**config.mk**
```make
export PLATFORM = sky130hd
export DESIGN_NAME = load_store_unit
export DESIGN_NICKNAME = d
export VERILOG_FILES = /design/src/rtl/lsu_pkg.sv /design/src/rtl/lsu_align.sv /design/src/rtl/load_store_unit.sv
export SDC_FILE = /design/constraint.sdc
export NUM_CORES = 1
export LEC_CHECK = 0
export CORE_MARGIN = 5
export CORE_UTILIZATION = 40
export DETAILED_ROUTE_END_ITERATION = 16
export HOLD_SLACK_MARGIN = 0.03
export PLACE_DENSITY = 0.79
export SKIP_CTS_REPAIR_TIMING = 1
export SYNTH_ARGS = -nofsm -noshare
export SYNTH_HDL_FRONTEND = slang
export SYNTH_HIERARCHICAL = 1
export SYNTH_SLANG_ARGS = --single-unit
```
**constraint.sdc**
```tcl
create_clock -name CLK -period 2.25 [get_ports CLK]
set_input_delay 0.3375 -clock CLK [delete_from_list [all_inputs] [get_ports CLK]]
set_output_delay 0.3375 -clock CLK [all_outputs]
set_load 0.03 [all_outputs]
```
**src/rtl/lsu_pkg.sv**
```systemverilog
// Shared definitions for the load/store unit: RV32I width codes, FSM encoding
// and default memory geometry.
package lsu_pkg;

  localparam int unsigned MEM_WORDS_DEF = 256;
  localparam int unsigned MEM_AW_DEF    = 8;

  localparam logic [2:0] F3_B  = 3'b000;
  localparam logic [2:0] F3_H  = 3'b001;
  localparam logic [2:0] F3_W  = 3'b010;
  localparam logic [2:0] F3_BU = 3'b100;
  localparam logic [2:0] F3_HU = 3'b101;

  typedef enum logic [2:0] {
    IDLE = 3'd0,
    RD   = 3'd1,
    MRG  = 3'd2,
    WR   = 3'd3,
    RESP = 3'd4
  } state_e;

  // Stores only have signed-width codes; unsigned variants exist for loads.
  function automatic logic f3_legal(input logic store, input logic [2:0] f3);
    if (store) begin
      return (f3 == F3_B) || (f3 == F3_H) || (f3 == F3_W);
    end
    return (f3 == F3_B) || (f3 == F3_H) || (f3 == F3_W) ||
           (f3 == F3_BU) || (f3 == F3_HU);
  endfunction

endpackage

```
**src/rtl/lsu_align.sv**
```systemverilog
// Lane extraction/extension for loads and sub-word merge for stores.
module lsu_align
  import lsu_pkg::*;
(
  input  logic [2:0]  funct3_i,
  input  logic [1:0]  byte_off_i,
  input  logic [31:0] rdata_i,
  input  logic [15:0] wdata_i,
  output logic [31:0] load_data_c_o,
  output logic [31:0] merge_data_c_o
);

  logic [7:0]  byte_c;
  logic [15:0] half_c;

  always_comb begin
    byte_c = rdata_i[7:0];
    case (byte_off_i)
      2'd1:    byte_c = rdata_i[15:8];
      2'd2:    byte_c = rdata_i[23:16];
      2'd3:    byte_c = rdata_i[31:24];
      default: byte_c = rdata_i[7:0];
    endcase
    half_c = byte_off_i[1] ? rdata_i[31:16] : rdata_i[15:0];

    case (funct3_i)
      F3_B:    load_data_c_o = {{24{byte_c[7]}}, byte_c};
      F3_BU:   load_data_c_o = {24'h0, byte_c};
      F3_H:    load_data_c_o = {{16{half_c[15]}}, half_c};
      F3_HU:   load_data_c_o = {16'h0, half_c};
      default: load_data_c_o = rdata_i;
    endcase

    // Untouched bytes of the read word pass through to the write-back.
    merge_data_c_o = rdata_i;
    if (funct3_i == F3_B) begin
      case (byte_off_i)
        2'd0:    merge_data_c_o[7:0]   = wdata_i[7:0];
        2'd1:    merge_data_c_o[15:8]  = wdata_i[7:0];
        2'd2:    merge_data_c_o[23:16] = wdata_i[7:0];
        default: merge_data_c_o[31:24] = wdata_i[7:0];
      endcase
    end else if (funct3_i == F3_H) begin
      if (byte_off_i[1]) merge_data_c_o[31:16] = wdata_i;
      else               merge_data_c_o[15:0]  = wdata_i;
    end
  end

endmodule

```
**src/rtl/load_store_unit.sv**
```systemverilog
// RV32I load/store unit: one request at a time, read-modify-write for sub-word
// stores, single-cycle completion pulse with error flag.
module load_store_unit
  import lsu_pkg::*;
#(
  parameter int unsigned MEM_WORDS = MEM_WORDS_DEF,
  parameter int unsigned MEM_AW    = MEM_AW_DEF
) (
  input  logic        CLK,
  input  logic        RST_n,
  input  logic        req_valid,
  output logic        req_ready,
  input  logic        req_store,
  input  logic [2:0]  req_funct3,
  input  logic [31:0] req_addr,
  input  logic [31:0] req_wdata,
  output logic        resp_valid,
  output logic [31:0] resp_rdata,
  output logic        resp_err,
  output logic [31:0] Mem_Address,
  output logic [31:0] Mem_WriteData,
  output logic        Mem_Write_EN,
  input  logic [31:0] Mem_Read_Data
);

  localparam int unsigned AW = MEM_AW + 2;

  state_e        state_q, state_d;
  logic          store_q, store_d;
  logic [2:0]    f3_q, f3_d;
  logic [AW-1:0] addr_q, addr_d;
  logic [15:0]   wdata_q, wdata_d;
  logic          ready_q, ready_d;
  logic          resp_valid_q, resp_valid_d;
  logic          resp_err_q, resp_err_d;
  logic [31:0]   resp_rdata_q, resp_rdata_d;
  logic [31:0]   mem_addr_q, mem_addr_d;
  logic [31:0]   mem_wdata_q, mem_wdata_d;
  logic          mem_we_q, mem_we_d;

  logic          misalign_c, range_c, req_err_c;
  logic [31:0]   load_data_c, merge_data_c;

  // Classify the incoming request before it is accepted.
  always_comb begin
    misalign_c = 1'b0;
    if (req_funct3[1:0] == 2'b01)      misalign_c = req_addr[0];
    else if (req_funct3[1:0] == 2'b10) misalign_c = (req_addr[1:0] != 2'b00);
    range_c   = (req_addr[31:AW] != '0) || (req_addr[31:2] >= 30'(MEM_WORDS));
    req_err_c = misalign_c || range_c || !f3_legal(req_store, req_funct3);
  end

  lsu_align u_align (
    .funct3_i       (f3_q),
    .byte_off_i     (addr_q[1:0]),
    .rdata_i        (Mem_Read_Data),
    .wdata_i        (wdata_q),
    .load_data_c_o  (load_data_c),
    .merge_data_c_o (merge_data_c)
  );

  // Outputs are computed for the state being entered so they register cleanly.
  always_comb begin
    state_d      = state_q;
    store_d      = store_q;
    f3_d         = f3_q;
    addr_d       = addr_q;
    wdata_d      = wdata_q;
    resp_err_d   = 1'b0;
    resp_rdata_d = '0;
    mem_addr_d   = '0;
    mem_wdata_d  = '0;
    mem_we_d     = 1'b0;

    case (state_q)
      IDLE: begin
        if (req_valid) begin
          store_d = req_store;
          f3_d    = req_funct3;
          addr_d  = req_addr[AW-1:0];
          wdata_d = req_wdata[15:0];
          if (req_err_c) begin
            state_d    = RESP;
            resp_err_d = 1'b1;
          end else if (req_store && (req_funct3 == F3_W)) begin
            state_d     = WR;
            mem_we_d    = 1'b1;
            mem_wdata_d = req_wdata;
            mem_addr_d  = 32'(req_addr[AW-1:2]);
          end else begin
            state_d    = RD;
            mem_addr_d = 32'(req_addr[AW-1:2]);
          end
        end
      end
      RD: state_d = MRG;
      MRG: begin
        if (store_q) begin
          state_d     = WR;
          mem_we_d    = 1'b1;
          mem_wdata_d = merge_data_c;
          mem_addr_d  = 32'(addr_q[AW-1:2]);
        end else begin
          state_d      = RESP;
          resp_rdata_d = load_data_c;
        end
      end
      WR:      state_d = RESP;
      RESP:    state_d = IDLE;
      default: state_d = IDLE;
    endcase

    ready_d      = (state_d == IDLE);
    resp_valid_d = (state_d == RESP);
  end

  always_ff @(posedge CLK or negedge RST_n) begin
    if (!RST_n) begin
      state_q      <= IDLE;
      store_q      <= 1'b0;
      f3_q         <= '0;
      addr_q       <= '0;
      wdata_q      <= '0;
      ready_q      <= 1'b1;
      resp_valid_q <= 1'b0;
      resp_err_q   <= 1'b0;
      resp_rdata_q <= '0;
      mem_addr_q   <= '0;
      mem_wdata_q  <= '0;
      mem_we_q     <= 1'b0;
    end else begin
      state_q      <= state_d;
      store_q      <= store_d;
      f3_q         <= f3_d;
      addr_q       <= addr_d;
      wdata_q      <= wdata_d;
      ready_q      <= ready_d;
      resp_valid_q <= resp_valid_d;
      resp_err_q   <= resp_err_d;
      resp_rdata_q <= resp_rdata_d;
      mem_addr_q   <= mem_addr_d;
      mem_wdata_q  <= mem_wdata_d;
      mem_we_q     <= mem_we_d;
    end
  end

  assign req_ready     = ready_q;
  assign resp_valid    = resp_valid_q;
  assign resp_err      = resp_err_q;
  assign resp_rdata    = resp_rdata_q;
  assign Mem_Address   = mem_addr_q;
  assign Mem_WriteData = mem_wdata_q;
  assign Mem_Write_EN  = mem_we_q;

endmodule

```
# --- Word-level counts from Yosys, hierarchy flattened ---
# Cells that the tools add are included.
word_totals:
  ff_bits: 133
  in_bits: 103
classes:
  n_eq_ne: 16
  order_cmp: 1
  n_mux: 40
  n_reduce_logical: 18
op_table:
  columns: ["cell", "count"]
  rows:
  - ["two-way mux 32 bit", 8]
  - ["one-hot mux 32 bit (4 select lines)", 1]
  - ["one-hot mux 32 bit (2 select lines)", 1]
  - ["two-way mux 8 bit", 7]
  - ["two-way mux 16 bit", 3]
  - ["greater-or-equal comparator 30 x 9 -> 1 bit, second input constant", 1]
  - ["one-hot mux 8 bit (3 select lines)", 1]
  - ["nonzero test 22 bit", 1]
  - ["one-hot mux 8 bit (2 select lines)", 1]
  - ["equality test 3 bit, second input constant", 5]
  - ["zero test 3 bit", 4]
  - ["two-way mux 1 bit", 12]
  - ["one-hot mux 3 bit (4 select lines)", 1]
  - ["equality test 3 x 1 -> 1 bit, second input constant", 3]
  - ["equality test 3 x 2 -> 1 bit, second input constant", 3]
  - ["two-way mux 3 bit", 3]
  - ["logical OR 1 bit", 7]
  - ["equality test 2 bit, second input constant", 3]
  - ["equality test 2 x 1 -> 1 bit, second input constant", 2]
  - ["OR reduction 3 bit", 1]
  - ["zero test 2 bit", 1]
  - ["two-way mux 2 bit", 1]
  - ["one-hot mux 1 bit (2 select lines)", 1]
  - ["AND reduction 2 bit", 1]
  - ["3 further kinds", 3]

# --- Longest topological paths before layout ---
# Gate-level depths: netlist of the first run.
logic_depth:
  depth_word: 12
  depth_mapped: 7
  ltp_nobuf: 5

# --- Cells and area by module ---
# Netlist of the first run, hierarchy kept.
modules_own_cells:
  columns: ["mod", "seq_area_each_um2", "instances", "cells_per_inst", "area_per_inst_um2"]
  rows:
  - ["load_store_unit", 2728.9, 1, 358, 4156.5]
  - ["lsu_align", 0.0, 1, 205, 1313.8]

# --- Least setup slack after synthesis of the first run ---
# No wires, ideal clock.
synth_path:
  path_type: "register to register"
  from: "register state_q[2]"
  to: "register mem_wdata_q[0] (netlist: Mem_WriteData[0])"
  setup_ns: 0.065
  arrival_time_ns: 1.992
  required_ns: 2.185
  path_stages_with_launch: 7
  path_slack_ns: 0.193
  period_less_slack_ns: 2.057
  path_cell_list: "dfrtp_1 > or4b_1 > clkbuf_1 > or3_4 > nor4_4 > buf_6 > a22o_1"
synth_via:
  elab_chain_cells: 2
  word_cells_on_any_way: 3
synth_lines:
  columns: ["item", "line", "rtl"]
  rows:
  - ["start, declared", "load_store_unit.sv:28", "state_e state_q, state_d;"]
  - ["start signal, assigned", "load_store_unit.sv:132", "state_q <= state_d;"]
  - ["equality test 3 x 2 -> 1 bit / zero test 3 bit (equally long branches)", "load_store_unit.sv:75", "case (state_q)"]
  - ["one-hot mux 32 bit (2 select lines) (*)", "load_store_unit.sv:75", null]
  - ["named net mem_wdata_d[0]", "load_store_unit.sv:38", "logic [31:0] mem_wdata_q, mem_wdata_d;"]
  - ["end signal, assigned", "load_store_unit.sv:142", "mem_wdata_q <= mem_wdata_d;"]
  - ["end, declared", "load_store_unit.sv:38", null]
# Mark *: on every way through the listed nets, which the timed path passes. The rest lies on a longest branch.
# A chain may end at the register's enable or synchronous reset.

# --- Worst setup path after layout of the first run ---
layout_path:
  from: "register state_q[2]"
  to: "register state_q[1]"
layout_via:
  elab_chain_cells: 2
  word_cells_on_any_way: 5
layout_lines:
  columns: ["item", "line"]
  rows:
  - ["equality test 3 x 2 -> 1 bit (tied with other cells)", "load_store_unit.sv:75"]
  - ["one-hot mux 3 bit (4 select lines) (*)", "load_store_unit.sv:75"]
  - ["named net state_d[1]", "load_store_unit.sv:28"]
# Marks and branches as above.

==> metrics.cfg, run 1 <==
[timing]
post-route-period-util_pct=94.2
setup_viol=0
hold_slack_ps=400
period_needed_ps=2120
worst_pin_slew_ps=612
max_freq_mhz=472
fin_skew_ps=9.28
finalWorstSetupSlack_ps=131
fin_tns_setup_ps=0
relSlewSlack_pct=59.1
hold_violations=0
final_max_slew_viol_count=0

[drt]
wl_mm=17.4
drtIter0Drc=416
route.detailed.drc=0
final_antenna_net_count=0
vias_per_cell=5.20
avgRoutedWirePerCell_um=18.6
vias=4849
firstDrtPassIters=6

[cells_and_area]
multi_input_area_um2=2440
fill_cells=1154
nets=856
seqCellArea_um2=2730
final_cell_mix=clkdlybuf4s50_1, nand2_1, dfrtp_1
area_delta_synth_final_pct=43.2
final_common_cell=clkdlybuf4s50_1
diodes=0
drive_gt1_share_pct=11.1

[power]
p_leak_nw=3.66
pwr-share-comb_pct=21.9
pwr-share-clk_pct=33.2
p_int_w=0.00343
switchingPower_w=0.00131
seq_power_share_pct=44.8
fin_total_pwr_w=0.00474
switching_share_pct=27.7
power.density_nw_per_um2=606
peakVddDrop_uv=326

[worst_setup_path]
path_delay_family=simple AND/OR/NAND/NOR gates
cp_slowest_stage_delay_ps=580
end_kind=register
path_cells=or4b_1 > or3_4 > or4_1 > a21oi_1
crit_type=reg2reg
path_buf_inv=0
required_ps=2520
worst-path-max-fanout=5
cp-start-kind=register
cp.arrival_ps=2390
crit_path_top_delay_cell=or4b_1

[status]
status=finished clean

[grt]
grt-ovfl-total=0
grt_use_total_pct=21.5
grt_pass1_wl_mm=26.8
grt_max_degree=58
grt_pass1_vias=4991
antenna_found_initial=0

[floorplanning]
rows=42
die_w_um=127
ios=203
start_util_pct=41.0
die_height_um=127
dieArea_um2=16100
core_um2=13300

[yosys]
synth_area_um2=5470
ys_seq_area_share_pct=49.9
yosysWarnings=6
async_flop_share_pct=100
netlist_instances=563
synth_cell_types=50
ys.flop_type=dfrtp_1
synth_edf_count=0
synth-seq-cells=109
synth.avg_cell_area_um2=9.72

[clock_network]
clkLatencyLatePin_ps=350
tritoncts=yes
cts.path.max_buffers=2
cts_inserted_buffers=9
clkSlewWorstSetupHoldPaths_ps=70
root_buffer=clkbuf_16
clock_sinks=109
htreeDepth=3

[min_path]
min_path_type=in2async

[placed_design]
gp_congestion=0.947
dp_slack_ps=-143
dpl.hpwl_mm=13.7
port_buffers=178

[flow_run]
drv_cap=0

## worst paths after layout
check	to	startpoint	cells past startpoint	slack (ps)
max	state_q[1]	state_q[2]	4	130
min	Mem_WriteData[26]	RST_n	2	400
max reg2reg	state_q[1]	state_q[2]	4	130
min reg2reg	addr_q[7]	addr_q[7]	2	480
max in group asynchronous	resp_rdata[12]	RST_n	3	1170
min in group CLK	addr_q[7]	addr_q[7]	2	480
## synth_stat cells (2+ instances only)
library cell,number,share of area [%]
nand2_1,168,12
buf_6,4,0.82
buf_1,2,0.14
nor2_1,19,1.3
o21ai_1,2,0.18
dfrtp_1,108,49
a22oi_1,17,2.3
o21ai_0,8,0.73
mux4_1,3,1.4
inv_1,9,0.62
mux4_2,5,2.1
a21oi_1,10,0.91
buf_2,6,0.55
o21a_1,7,0.96
and2_1,35,4.0
or4_1,2,0.27
nor2b_1,12,1.4
a22o_1,32,5.1
nand2b_1,3,0.34
o22ai_1,7,0.80
nor4_1,6,0.69
buf_4,24,3.3
nor3b_1,2,0.27
mux2_2,16,3.3
a32o_1,2,0.37
clkbuf_1,23,1.6
a311oi_1,8,1.3
## cells by family after synthesis
| logic type | after synthesis | share of synthesized area, % |
|---|---|---|
| flip-flops | 109 | 49.9 |
| other | 1 | 0.0686 |
| AO/OA/AOI/OAI | 101 | 14.0 |
| buffers and inverters | 70 | 7.34 |
| AND/OR/NAND/NOR | 258 | 21.9 |
| multiplexers | 24 | 6.79 |
## stage by stage
stage	area, um^2	utilization (%)	cells
floorplan	5560	-	586
global placement	7520	56.3	917
detailed placement	7520	56.3	917
CTS	7820	58.6	932
global route	7840	58.7	933
finish	7840	58.7	933
## layout make-up
| class | instances | share of cell area [%] |
|---|---|---|
| flip-flops and latches | 109 | 34.8 |
| inverters | 10 | 0.479 |
| multi-input cells | 407 | 31.2 |
| repair buffers | 216 | 26.9 |
| well taps | 176 | 2.81 |
| clock inverters | 3 | 0.575 |
| clock buffers | 12 | 3.27 |
## routing by layer
layer  vias up  track usage, %  routed length (um)
li1       2255               -                   -
met1      2259            27.0                6860
met2       288            35.0                8160
met3        47            6.26                1740
met4         0            8.39                 614
met5         -               0                   0
## power by group through the flow
stage / sequential (W) / combinational [W] / clock (W)
after floorplan: 0.00213 / 0.000621 / 0
after global placement: 0.00216 / 0.00101 / 0
after detailed placement: 0.00216 / 0.00103 / 0
after CTS: 0.00213 / 0.00103 / 0.00162
after global routing: 0.00214 / 0.00113 / 0.00171
final: 0.00213 / 0.00104 / 0.00158
## flip-flops by register name, summed over array words and instances (netlist names)
register       flops
f3_q               3
resp_rdata        32
store_q            1
req_ready          1
resp_valid         1
Mem_Address        8
Mem_Write_EN       1
Mem_WriteData     32
resp_err           1
addr_q            10
wdata_q           16
state_q            3
No activity file was read; power rests on OpenSTA's default activity.
==> inputs of run 2 (changes only) <==
--- a/config.mk
+++ b/config.mk
@@ -9,8 +9,8 @@
 export CORE_UTILIZATION = 40
 export DETAILED_ROUTE_END_ITERATION = 16
 export HOLD_SLACK_MARGIN = 0.03
+export MAX_ROUTING_LAYER = met4
 export PLACE_DENSITY = 0.79
-export SKIP_CTS_REPAIR_TIMING = 1
 export SYNTH_ARGS = -nofsm -noshare
 export SYNTH_HDL_FRONTEND = slang
 export SYNTH_HIERARCHICAL = 1
==> run 2 against run 1 <==
  * Combinational power about the same
  * Clock power increased by 13%
  * First-iteration DRC count decreased by 20%
  * Sequential power about the same
  * Final cell count unchanged
  * Hold slack improved by 59 ps
  * Cell area increased by 0.67%
  * Register-to-register slack improved by 50 ps
  * Clock-buffer cell count decreased by 2
  * Power increased by 4.3%
  * Critical path type unchanged
  * Largest cell class unchanged
  * Largest power group unchanged
==> metrics.cfg, run 2 (synthesized netlist as in run 1, its figures left out) <==
[status]
status=finished clean  ; unchanged

[worst_setup_path]
crit_type=reg2reg  ; unchanged
required_ps=2530  ; was 2520 ps
cp-start-kind=register  ; unchanged
timing.rr.end=Mem_WriteData[23]  ; was state_q[1]
path_delay_family=simple AND/OR/NAND/NOR gates  ; unchanged
startpoint=state_q[2]  ; unchanged
crit_path_top_delay_cell=or4b_1  ; unchanged
crit_cells=5  ; was 4
cp_slowest_stage_delay_ps=560  ; was 580 ps
r2r_start=state_q[2]  ; unchanged
worst-path-max-fanout=32  ; was 5
ff2ff_path_depth=5  ; was 4
crit_path_end=Mem_WriteData[23]  ; was state_q[1]
rrSetupSlack_ps=180  ; was 130 ps
path_cells=or4b_1 > or3_4 > nor4_4 > buf_12 > a22o_1  ; was or4b_1 > or3_4 > or4_1 > a21oi_1
cp.arrival_ps=2340  ; was 2390 ps
path_buf_inv=1  ; was 0
end_kind=register  ; unchanged

[drt]
vias_per_cell=5.20  ; unchanged
route.detailed.drc=0  ; unchanged
drtIter0Drc=331  ; was 416
firstDrtPassIters=5  ; was 6
final_antenna_net_count=0  ; unchanged
vias=4849  ; unchanged
wl_mm=17.5  ; was 17.4 mm
avgRoutedWirePerCell_um=18.7  ; was 18.6 um

[timing]
hold_violations=0  ; unchanged
final_max_slew_viol_count=0  ; unchanged
post-route-period-util_pct=91.8  ; was 94.2%
rsz0062_at_grt=false
hold_slack_ps=460  ; was 400 ps
max_freq_mhz=484  ; was 472 MHz
worst_pin_slew_ps=596  ; was 612 ps
period_needed_ps=2070  ; was 2120 ps
relSlewSlack_pct=60.2  ; was 59.1%
setup_viol=0  ; unchanged
fin_skew_ps=7.20  ; was 9.28 ps

[placed_design]
gp_congestion=0.957  ; was 0.947
placedInstanceArea_um2=7540  ; was 7520 um^2
dpl.hpwl_mm=13.8  ; was 13.7 mm
dp.cells=918  ; was 917
port_buffers=178  ; unchanged

[clock_network]
clkSlewWorstSetupHoldPaths_ps=70  ; about the same
cts_inserted_buffers=9  ; unchanged
cts.path.max_buffers=2  ; unchanged
htreeDepth=3  ; unchanged
clock_sinks=109  ; unchanged
clkLatencyLatePin_ps=350  ; about the same
post-cts-setup-buffers=0
tritoncts=yes  ; unchanged
root_buffer=clkbuf_16  ; unchanged

[cells_and_area]
nets=857  ; was 856
diodes=0  ; unchanged
drive_gt1_share_pct=11.1  ; unchanged
final_common_cell=clkdlybuf4s50_1  ; unchanged
area_delta_synth_final_pct=44.2  ; was 43.2%
final_cell_mix=clkdlybuf4s50_1, nand2_1, dfrtp_1  ; unchanged
finalNonFillerCells=933  ; unchanged
final_cell_area_um2=7890  ; was 7840 um^2

[grt]
grt_max_degree=42  ; was 58
grt-ovfl-total=0  ; unchanged
grt_pass1_vias=4971  ; was 4991
grt_pass1_wl_mm=26.9  ; was 26.8 mm
antenna_found_initial=0  ; unchanged
grt_use_total_pct=22.1  ; was 21.5%

[power]
p_leak_nw=3.68  ; was 3.66 nW
peakVddDrop_uv=344  ; was 326 uV
power.density_nw_per_um2=627  ; was 606 nW/um^2

[floorplanning]
rows=42  ; unchanged
dieArea_um2=16100  ; unchanged
core_um2=13300  ; unchanged
ios=203  ; unchanged
die_height_um=127  ; unchanged
start_util_pct=41.0  ; unchanged
die_w_um=127  ; unchanged

[min_path]
min_path_type=in2async  ; unchanged

[flow_run]
drv_cap=0  ; unchanged

==> run 2: power breakdown <==
| group | leakage [nW] | switching (W) | internal [W] |
|---|---|---|---|
| logic | 2.06 | 0.000568 | 0.000474 |
| clock network | 0.161 | 0.000673 | 0.00111 |
| registers | 1.47 | 0.0000892 | 0.00204 |
==> run 2: worst reg2reg max path, cell delays in order (launching register included) <==
cell	delay, ps
dfrtp_1	430
or4b_1	560
or3_4	420
nor4_4	190
buf_12	220
a22o_1	180
==> run 2: cell type report <==
cell class	count	area (um^2)
flip-flops and latches	109	2730
well taps	176	220
inverters	10	37.5
fillers	1172	5460
clock inverters	4	97.6
multi-input cells	407	2440
repair buffers	217	2120
clock buffers	10	239
==> run 2: repair_timing <==
| item | 4_1_cts | 5_1_grt |
|---|---|---|
| hold endpoints to repair | 27 | 0 |
| hold buffers | 1 | 0 |
| setup endpoints to repair | 0 | 4 |
| gates resized for setup | 0 | 1 |
==> run 2: stage by stage <==
stage	worst slack [ps]	utilization [%]	power, W	TNS [ps]
3_5_place_dp	-136	56.5	0.00319	-4490
2_1_floorplan	193	-	0.00276	0
4_1_cts	178	59.1	0.00497	0
5_1_grt	40.6	59.1	0.00516	0
3_3_place_gp	-111	56.5	0.00317	-2830
6_report	184	59.1	0.00495	0
==> run 2: how the worst min path moves through the flow <==
stage,from,to,slack [ps],depth (start not counted)
3_3_place_gp,RST_n,Mem_WriteData[26],280,1
2_1_floorplan,RST_n,Mem_Address[0],40,0
4_1_cts,RST_n,Mem_WriteData[24],470,2
6_report,RST_n,Mem_WriteData[20],460,2
5_1_grt,RST_n,Mem_WriteData[25],500,2
3_5_place_dp,RST_n,Mem_WriteData[24],290,1
==> run 2: layer usage <==
metal | routed length [um] | part of all wire, % | vias to the layer above | track usage [%]
met5 | 0 | 0 | - | -
met4 | 636 | 3.6 | 0 | 9.91
met3 | 1430 | 8.2 | 42 | 4.54
met2 | 8230 | 47 | 261 | 35.0
met1 | 7160 | 41 | 2291 | 27.5
li1 | - | - | 2255 | -
==> inputs of run 3 (changes only) <==
--- a/config.mk
+++ b/config.mk
@@ -10,7 +10,7 @@
 export DETAILED_ROUTE_END_ITERATION = 16
 export HOLD_SLACK_MARGIN = 0.03
 export MAX_ROUTING_LAYER = met4
-export PLACE_DENSITY = 0.79
+export PLACE_DENSITY_LB_ADDON = 0.25
 export SYNTH_ARGS = -nofsm -noshare
 export SYNTH_HDL_FRONTEND = slang
 export SYNTH_HIERARCHICAL = 1
==> run 3 against run 2 <==
  * Global-route usage is 0.36 points lower
  * Clock skew rose by 2.5 ps
  * Sequential power barely moved
  * Power increased by 0.70%
  * Final cell count decreased by 0.11%
  * First-iteration DRC count up 11%
  * Die area unchanged
  * Non-clock buffer count fell by 2
  * Sequential cell count is the same
==> metrics.cfg, run 3 (synthesized netlist as in run 1, its figures left out) <==
[status]
status=finished clean  ; unchanged

[min_path]
min_path_type=in2async  ; unchanged

[drt]
avgRoutedWirePerCell_um=18.4  ; was 18.7 um
vias_per_cell=5.08  ; was 5.20
drtIter0Drc=366  ; was 331
wl_mm=17.2  ; was 17.5 mm
vias=4739  ; was 4849
final_antenna_net_count=0  ; unchanged
firstDrtPassIters=5  ; unchanged
route.detailed.drc=0  ; unchanged

[clock_network]
root_buffer=clkbuf_16  ; unchanged
cts_resized=0  ; unchanged
cts.path.max_buffers=2  ; unchanged
clkSlewWorstSetupHoldPaths_ps=70  ; about the same
clock_sinks=109  ; unchanged
cts_hold_buf=0  ; was 1
htreeDepth=3  ; unchanged
clkLatencyLatePin_ps=350  ; about the same
post-cts-setup-buffers=0  ; unchanged
tritoncts=yes  ; unchanged
cts_inserted_buffers=9  ; unchanged

[worst_setup_path]
cp-start-kind=input port  ; was register
r2r_start=state_q[0]  ; was state_q[2]
required_ps=2530  ; about the same
ff2ff_path_depth=5  ; unchanged
crit_type=in2reg  ; was reg2reg
cp.arrival_ps=2370  ; was 2340 ps
end_kind=register  ; unchanged
timing.rr.end=Mem_WriteData[28]  ; was Mem_WriteData[23]
rrSetupSlack_ps=160  ; was 180 ps
worst-path-max-fanout=32  ; unchanged

[placed_design]
dpl.hpwl_mm=13.3  ; was 13.8 mm
gp_congestion=0.942  ; was 0.957
port_buffers=178  ; unchanged
placedInstanceArea_um2=7520  ; was 7540 um^2
dp_slack_ps=-194  ; was -136 ps

[cells_and_area]
nets=855  ; was 857
final_cell_mix=clkdlybuf4s50_1, nand2_1, dfrtp_1  ; unchanged
seqCellArea_um2=2730  ; unchanged
multi_input_area_um2=2440  ; about the same
drive_gt1_share_pct=11.0  ; was 11.1%
diodes=0  ; unchanged
fill_cells=1186  ; was 1172
final_cell_area_um2=7870  ; was 7890 um^2
final_common_cell=clkdlybuf4s50_1  ; unchanged
area_delta_synth_final_pct=43.8  ; was 44.2%

[timing]
relSlewSlack_pct=58.5  ; was 60.2%
rsz0062_at_grt=false  ; unchanged
period_needed_ps=2090  ; was 2070 ps
finalWorstSetupSlack_ps=160  ; was 184 ps
max_freq_mhz=478  ; was 484 MHz
worst_pin_slew_ps=622  ; was 596 ps
hold_violations=0  ; unchanged
fin_tns_setup_ps=0  ; unchanged
final_max_slew_viol_count=0  ; unchanged
fin_skew_ps=9.71  ; was 7.20 ps
setup_viol=0  ; unchanged
post-route-period-util_pct=92.9  ; was 91.8%

[grt]
antenna_found_initial=0  ; unchanged
grtUsageMet1_pct=29.3  ; was 27.5%
grt-ovfl-total=0  ; unchanged
grt_pass1_vias=4851  ; was 4971
grt_use_total_pct=21.8  ; was 22.1%
grt_util_met3_pct=3.95  ; was 4.54%
grt_max_degree=110  ; was 42
grt_pass1_wl_mm=26.6  ; was 26.9 mm
met2_usage_pct=33.8  ; was 35.0%
grt.busiest_layer=met2  ; unchanged

[floorplanning]
rows=42  ; unchanged
core_um2=13300  ; unchanged
ios=203  ; unchanged
die_w_um=127  ; unchanged
die_height_um=127  ; unchanged
start_util_pct=41.0  ; unchanged
dieArea_um2=16100  ; unchanged

[power]
power.density_nw_per_um2=634  ; was 627 nW/um^2
p_leak_nw=3.68  ; about the same
peakVddDrop_uv=351  ; was 344 uV

[flow_run]
drv_cap=0  ; unchanged

==> run 3: area by class of cell <==
cell class,count,area share (%)
clock buffers,11,3.21
clock inverters,4,1.21
inverters,10,0.477
multi-input cells,407,31.0
flip-flops and latches,109,34.7
well taps,176,2.80
repair buffers,215,26.6
==> run 3: stage by stage <==
step | total power, W | hold slack, ps | util (%) | std cells
2_1_floorplan | 0.00276 | 41.9 | - | 586
3_3_place_gp | 0.00317 | 447 | 56.3 | 917
3_5_place_dp | 0.00319 | 455 | 56.3 | 917
4_1_cts | 0.00500 | 90.7 | 58.9 | 932
5_1_grt | 0.00523 | 93.6 | 58.9 | 932
6_report | 0.00498 | 48.6 | 58.9 | 932
==> run 3: worst max-delay path by stage <==
stage	cells after the start	endpoint	slack, ps	start
4_1_cts	5	Mem_WriteData[28]	150	state_q[0]
6_report	6	Mem_WriteData[28]	160	req_valid
3_3_place_gp	6	Mem_WriteData[2]	-170	req_valid
3_5_place_dp	6	Mem_WriteData[27]	-190	req_valid
5_1_grt	5	Mem_WriteData[28]	60	state_q[0]
2_1_floorplan	6	Mem_WriteData[0]	190	state_q[2]
==> run 3: worst max-delay path: stages <==
cell and delay (ps):
clkdlybuf4s50_1 510, or4b_1 480, or3_4 420, nor4_4 210, buf_12 230, a22o_1 160
==> run 3: where the power goes <==
part / internal [W] / switching (W)
registers: 0.00204 / 0.0000793
logic: 0.000475 / 0.000572
clock network: 0.00114 / 0.000677
==> run 3: metal layers <==
| metal | up-vias | share of wire, % | wire length [um] |
|---|---|---|---|
| met5 | - | 0 | 0 |
| met4 | 0 | 1.6 | 280 |
| met3 | 23 | 7.4 | 1270 |
| met2 | 232 | 47 | 8000 |
| met1 | 2240 | 44 | 7610 |
| li1 | 2244 | - | - |
